--- config.mk ---
export PLATFORM = sky130hd
export DESIGN_NAME = psum_accum_sfu
export DESIGN_NICKNAME = d
export VERILOG_FILES = /design/src/rtl/psum_accum_sfu.sv
export SDC_FILE = /design/constraint.sdc
export NUM_CORES = 2
export LEC_CHECK = 0
export CAP_MARGIN = 40
export CORE_ASPECT_RATIO = 1.75
export CORE_UTILIZATION = 35
export CTS_BUF_LIST = sky130_fd_sc_hd__clkbuf_2 sky130_fd_sc_hd__clkbuf_4 sky130_fd_sc_hd__clkbuf_8
export DETAILED_ROUTE_END_ITERATION = 7
export GPL_ROUTABILITY_DRIVEN = 0
export GPL_TIMING_DRIVEN = 0
export SETUP_SLACK_MARGIN = 0.15
export SKIP_LAST_GASP = 1
export SLEW_MARGIN = 5
export SYNTH_ARGS = -nofsm -noshare
export SYNTH_HDL_FRONTEND = slang
export SYNTH_SLANG_ARGS = --single-unit
--- constraint.sdc ---
create_clock -name clk -period 18.5 [get_ports clk]
set_clock_uncertainty 0.1 [all_clocks]
set_input_delay 2.775 -clock clk [delete_from_list [all_inputs] [get_ports clk]]
set_output_delay 2.775 -clock clk [all_outputs]
set_load 0.03 [all_outputs]
--- src/rtl/psum_accum_sfu.sv ---
// Partial-sum accumulator bank with saturating per-lane adds and an
// in-order drain with optional ReLU, cleared at the end of each tile.
module psum_accum_sfu #(
   parameter int psum_bw = 16,
   parameter int col     = 8,
   parameter int depth   = 16,
   parameter int addr_bw = 4
) (
   input  logic                     clk,
   input  logic                     reset,
   input  logic                     in_valid,
   output logic                     in_ready,
   input  logic [addr_bw-1:0]       in_addr,
   input  logic [col*psum_bw-1:0]   in_psum,
   input  logic                     drain_start,
   input  logic                     relu_en,
   output logic                     out_valid,
   input  logic                     out_ready,
   output logic [addr_bw-1:0]       out_addr,
   output logic [col*psum_bw-1:0]   out_data,
   output logic                     drain_done,
   output logic                     busy
);

   typedef enum logic [1:0] {IDLE, ACC, DRAIN} state_t;

   localparam logic [psum_bw-1:0] max_v = {1'b0, {(psum_bw-1){1'b1}}};
   localparam logic [psum_bw-1:0] min_v = {1'b1, {(psum_bw-1){1'b0}}};
   localparam logic [addr_bw-1:0] last_addr = addr_bw'(depth-1);

   state_t                 state;
   logic [col*psum_bw-1:0] bank [depth];
   logic [depth-1:0]       occupied;
   logic [addr_bw-1:0]     rd_ptr;
   logic                   relu_q;
   logic [col*psum_bw-1:0] wr_data;
   logic                   wr_en;
   logic                   hs;

   assign wr_en    = in_valid & in_ready;
   assign hs       = out_valid & out_ready;
   assign out_addr = rd_ptr;

   for (genvar k = 0; k < col; k++) begin : g_lane
      logic [psum_bw-1:0] a;
      logic [psum_bw-1:0] b;
      logic [psum_bw-1:0] r;
      logic [psum_bw:0]   s;
      logic [psum_bw-1:0] sum_sat;

      assign a = bank[in_addr][k*psum_bw +: psum_bw];
      assign b = in_psum[k*psum_bw +: psum_bw];
      assign s = {a[psum_bw-1], a} + {b[psum_bw-1], b};

      // Overflow shows as disagreement between the two top sum bits.
      always_comb begin
         sum_sat = s[psum_bw-1:0];
         if (s[psum_bw] != s[psum_bw-1])
            sum_sat = s[psum_bw] ? min_v : max_v;
      end

      assign wr_data[k*psum_bw +: psum_bw] =
         occupied[in_addr] ? sum_sat : b;

      assign r = occupied[rd_ptr] ? bank[rd_ptr][k*psum_bw +: psum_bw]
                                  : '0;
      assign out_data[k*psum_bw +: psum_bw] =
         (relu_q && r[psum_bw-1]) ? '0 : r;
   end

   // Bank contents need no reset; stale entries are masked by occupied.
   always_ff @(posedge clk) begin
      if (wr_en)
         bank[in_addr] <= wr_data;
   end

   always_ff @(posedge clk) begin
      if (reset) begin
         state      <= IDLE;
         occupied   <= '0;
         relu_q     <= 1'b0;
         rd_ptr     <= '0;
         out_valid  <= 1'b0;
         drain_done <= 1'b0;
         busy       <= 1'b0;
         in_ready   <= 1'b1;
      end else begin
         drain_done <= 1'b0;
         if (wr_en)
            occupied[in_addr] <= 1'b1;
         unique case (state)
            IDLE, ACC: begin
               if (drain_start) begin
                  state     <= DRAIN;
                  rd_ptr    <= '0;
                  out_valid <= 1'b1;
                  relu_q    <= relu_en;
                  in_ready  <= 1'b0;
                  busy      <= 1'b1;
               end else if (wr_en) begin
                  state <= ACC;
                  busy  <= 1'b1;
               end
            end
            DRAIN: begin
               if (hs) begin
                  if (rd_ptr == last_addr) begin
                     state      <= IDLE;
                     out_valid  <= 1'b0;
                     drain_done <= 1'b1;
                     occupied   <= '0;
                     in_ready   <= 1'b1;
                     busy       <= 1'b0;
                     rd_ptr     <= '0;
                  end else begin
                     rd_ptr <= rd_ptr + 1'b1;
                  end
               end
            end
            default: state <= IDLE;
         endcase
      end
   end

endmodule

# Word-level counts from Yosys, hierarchy flattened
# Memories as Yosys holds them, arrays and structs flattened. A register that Yosys moved wholly into a read port is not among the register bits.
# Index checks and enable logic that the tools add are counted.
# totals
in_bits,138
ram_bits,2048
n_memories,1
out_inout_bits,136
register_bits,27
# memory_table
name,words,width,read_ports,rd_clocked_by_memory_dff,wr,line,source
bank,16,128,2,1,1,32,logic [col*psum_bw-1:0] bank [depth];
# classes
order_cmp,3
n_eq_ne,15
n_reduce_logical,18
bitwise,5
n_addsub,9
muxes,75
# ops
op,n
16-bit 2-to-1 mux,44
16-bit by 16-bit adder with 17-bit output,8
4-bit 2-to-1 mux,5
16-bit bitwise OR,1
1-bit 2-to-1 mux,14
"4-bit by 5-bit < comparator with 1-bit output, second input constant",2
1-bit logical AND,9
1-bit binary-select mux with 4-bit select,2
2-bit 2-to-1 mux,4
1-bit inequality test,8
4-bit case mux with 2 select lines,1
4-bit AND reduction,2
"2-bit inequality test, second input constant",3
1-bit case mux with 2 select lines,3
3-bit AND reduction,2
"4-bit by 1-bit adder with 4-bit output, second input constant",1
1-bit demux with 4-bit select,1
"4-bit == test, second input constant",1
"4-bit by 1-bit >= comparator with 1-bit output, second input constant",1
2-bit case mux with 2 select lines,1
"3-bit inequality test, second input constant",1
3-bit OR reduction,1
1-bit AND,2
"2-bit by 1-bit == test with 1-bit output, second input constant",1
6 further kinds,7

# Logic depth before layout (Yosys ltp)
# depth
word_depth,9
mapped_depth,19

# Worst setup path before layout
# Ideal clock, no wire load.
# synth_path
path_type,input-to-reg
start,in in_addr[0]
end,mem bank[3][0] (netlist bit) (enable)
stages,5
t_arrival_ps,12627
path_slack_ps,5000
path_buffers,3
setup_ps,773
path_cell_list,buf_2 -> clkbuf_1 -> clkbuf_1 -> nand4_1 -> nor3_1
# synth_rtl
item,line,source
"start, declared",13,"input logic [addr_bw-1:0] in_addr,"
"end, declared",32,
# No word-level cell before the write port.

==> impl_metrics.ini <==
[status]
outcome = finished with violations
violations = DRC

[route]
ant_nets = 0
drtIter0Drc = 7349
avgRoutedWirePerCell_um = 36.7
routed_wl_mm = 379
viasPerCell = 6.22
drc = 43
drt_first_pass_iters = 8
vias = 64100

[place]
portBuffers = 271
dp_hpwl_mm = 276
dp_slack_ns = 8.47

[clock_network]
hold_buffers = 0
clk_path_buf_depth = 4
cts_setup_buffers = 0
cts.clk_slew.worst_paths_ns = 0.07
clk_latency_ns = 1.01
cts_tree = built
cts-buffers-inserted = 302
root_buffer = clkbuf_8
cts.sinks = 2079
cts_max_level = 5
cts_resized = 0

[synth]
postSynthNetCount = 5474
ys_seq_elements = 2079
yosysSeqAreaShare_pct = 60.8
async_flop_share_pct = 0
synth-edff-count = 2048
synth_area_sq_um = 102000
ys_types = 88
synth_top_area_share_pct = 60.2
yosysWarnings = 0
yosysTopAreaCell = edfxtp_1
synth_area_leaders = edfxtp_1, mux4_2, ha_1
synthCells = 5199
synth_flop_cell = edfxtp_1
syn_area_per_cell_sq_um = 19.6

[pwr]
vdd_drop_max_uv = 64.0
pwr-share-seq_pct = 50.7
swShare_pct = 26.2
pwr-share-clk_pct = 35.7
p_per_area_nw_per_um2 = 87.5
p_leak_uw = 0.0388
p_switching_uw = 2800
comb_power_share_pct = 13.6
p_int_uw = 7880

[sta]
fmax_mhz = 108
post-route-min-period_ns = 9.24
setup_ws_ns = 9.26
final-setup-viol-count = 0
worstMarginPinSlew_ns = 1.07
period_share_pct = 49.9
hold_violations = 0
drv_slew = 0
maxSlewHeadroom_pct = 28.2
grt_setup_unrepaired = false
tns_ns = 0

[worst_setup_path]
cp_num_buf_inv = 8
endpoint_kind = primary output
cp_max_fo = 10
crit_arrival_ns = 6.37
critPathMaxStageDelay_ns = 0.83
r2r-end = bank[4][86]$_DFFE_PP_
required_ns = 15.62
worstPathCellList = buf_4 > buf_2 > buf_2 > clkbuf_1 > buf_6 > clkbuf_1 > buf_8 > mux2i_1 > a211oi_1 > clkdlybuf4s50_1
critPathLaunchType = flip-flop
crit_family = buffers and inverters
cpMaxStageDelayCell = clkdlybuf4s50_1
reg2reg_depth = 12
r2r_start = bank[10][81]$_DFFE_PP_
crit_type = flip-flop to primary output
rrSetupSlack_ns = 13.02

[global_route]
track_usage_pct = 25.5
grt_pass1_wl_mm = 518
antenna_found_initial = 26
grt-ovfl-total = 0
grt_pass1_vias = 66200
grt_max_degree = 20

[floorplan]
dieHeight_um = 717
start_util_pct = 35.2
fp.dieW_um = 410
io_pins = 274
rows = 262
core_sq_um = 290000
dieArea_sq_um = 294000

[finish]
register_area_sq_um = 62100
layout_commonest_cell = edfxtp_1
drive_above_1_share_pct = 37.7
fin_nets = 6526
final_cell_mix = edfxtp_1, mux4_2, clkbuf_8, clkdlybuf4s50_1, nand2_1
multi_input_area_sq_um = 38400
area_delta_synth_final_pct = 19.4
fillers = 25500

[worst_hold_path]
hp-start = occupied[6]$_SDFF_PP0_
hold_end = occupied[6]$_SDFF_PP0_
hold_depth = 1
hold_path_class = flip-flop to flip-flop

[job]
cap_violations = 0
==> worst max-delay path by stage <==
stage,end,depth (start not counted),start
finish,out_data[125],10,flip-flop
detailed placement,bank[12][94]$_DFFE_PP_,15,in_addr[0]
global placement,bank[3][91]$_DFFE_PP_,5,in_addr[1]
floorplan,bank[3][0]$_DFFE_PP_,5,in_addr[0]
global route,bank[4][86]$_DFFE_PP_,16,in_addr[0]
CTS,out_data[124],10,flip-flop
==> power groups by stage <==
stage / sequential (uW) / clock, uW / combinational (uW)
finish: 5420 / 3810 / 1450
global placement: 5560 / 0 / 1290
floorplan: 5530 / 0 / 845
detailed placement: 5520 / 0 / 1430
global route: 5420 / 3990 / 1530
CTS: 5420 / 3840 / 1430
==> metrics by stage <==
step / std cells / power [uW] / area, sq um / util, % / hold slack (ns)
2_1_floorplan: 5199 / 6370 / 102000 / - / 0.352
3_3_place_gp: 9298 / 6850 / 110000 / 37.8 / 0.360
3_5_place_dp: 9764 / 6950 / 116000 / 39.9 / 0.379
4_1_cts: 10300 / 10700 / 122000 / 42.0 / 0.390
5_1_grt: 10300 / 10900 / 122000 / 42.0 / 0.416
6_report: 10300 / 10700 / 122000 / 42.0 / 0.390
==> flip-flops by register name, summed over array words and instances, names as in the netlist, named ones only <==
| signal | count |
|---|---|
| relu_q | 1 |
| out_valid | 1 |
| bank | 2048 |
| state | 2 |
| busy | 1 |
| in_ready | 1 |
| occupied | 16 |
| drain_done | 1 |
| out_addr | 4 |
==> kinds of logic (layout without fill, tap and decap cells) <==
kind of cell / Yosys count / count (layout) / synth area share (%)
simple gates: 600 / 600 / 2.88
xor+xnor: 81 / 81 / 0.739
fa+ha+maj: 144 / 144 / 1.81
buf+inv: 418 / 1680 / 1.75
other cells: 0 / 16 / 0
compound gates: 583 / 583 / 3.80
flops: 2079 / 2079 / 60.8
mux: 1294 / 1294 / 28.2
==> synthesized netlist by cell type (all sizes together), types with 6 or more instances <==
| cell | n |
|---|---|
| nand3 | 20 |
| nor4 | 11 |
| o22ai | 9 |
| xnor2 | 60 |
| fa | 8 |
| a211oi | 65 |
| nor2 | 141 |
| a22o | 8 |
| o211ai | 13 |
| a21oi | 128 |
| o21ai | 172 |
| and2 | 19 |
| ha | 129 |
| maj3 | 7 |
| dfxtp | 31 |
| buf | 165 |
| o21bai | 10 |
| o21a | 47 |
| or3 | 12 |
| mux4 | 1268 |
| o31ai | 16 |
| a31oi | 17 |
| a21o | 32 |
| nand2 | 174 |
| nor3 | 31 |
| nand2b | 21 |
| o221a | 18 |
| and3 | 109 |
| nor2b | 44 |
| mux2i | 24 |
| xor2 | 21 |
| clkbuf | 194 |
| edfxtp | 2048 |
| inv | 59 |
| a211o | 6 |
==> worst reg2reg max path, cell delays in order (launching register included) <==
cell and delay, ns:
edfxtp_1 0.41, mux4_2 0.47, mux4_2 0.55, ha_1 0.32
a211oi_1 0.39, o21ai_0 0.27, nand3_1 0.26, nor2_1 0.10
a211oi_2 0.64, o21ai_0 0.32, clkbuf_1 0.36, o21ai_0 0.79
buf_2 0.31
==> cell type report <==
type	count	area share, %
sequential	2079	50.9
multi-input combinational	2702	31.5
timing repair buffer	748	7.34
clock buffer	383	3.96
tap	3828	3.93
buffer	359	1.32
clock inverter	131	0.840
inverter	59	0.182
antenna	16	0.0328
==> per-layer routing <==
layer | GRT usage, % | vias up | wire [um] | share of wire, %
met1 | 29.4 | 34200 | 127000 | 34
met4 | 15.5 | 28 | 26800 | 7.1
met3 | 4.57 | 1089 | 32900 | 8.7
met5 | 0 | - | 191 | 0.050
li1 | - | 24700 | - | -
met2 | 44.0 | 4055 | 192000 | 51
Power figures use the tool's default switching activity.
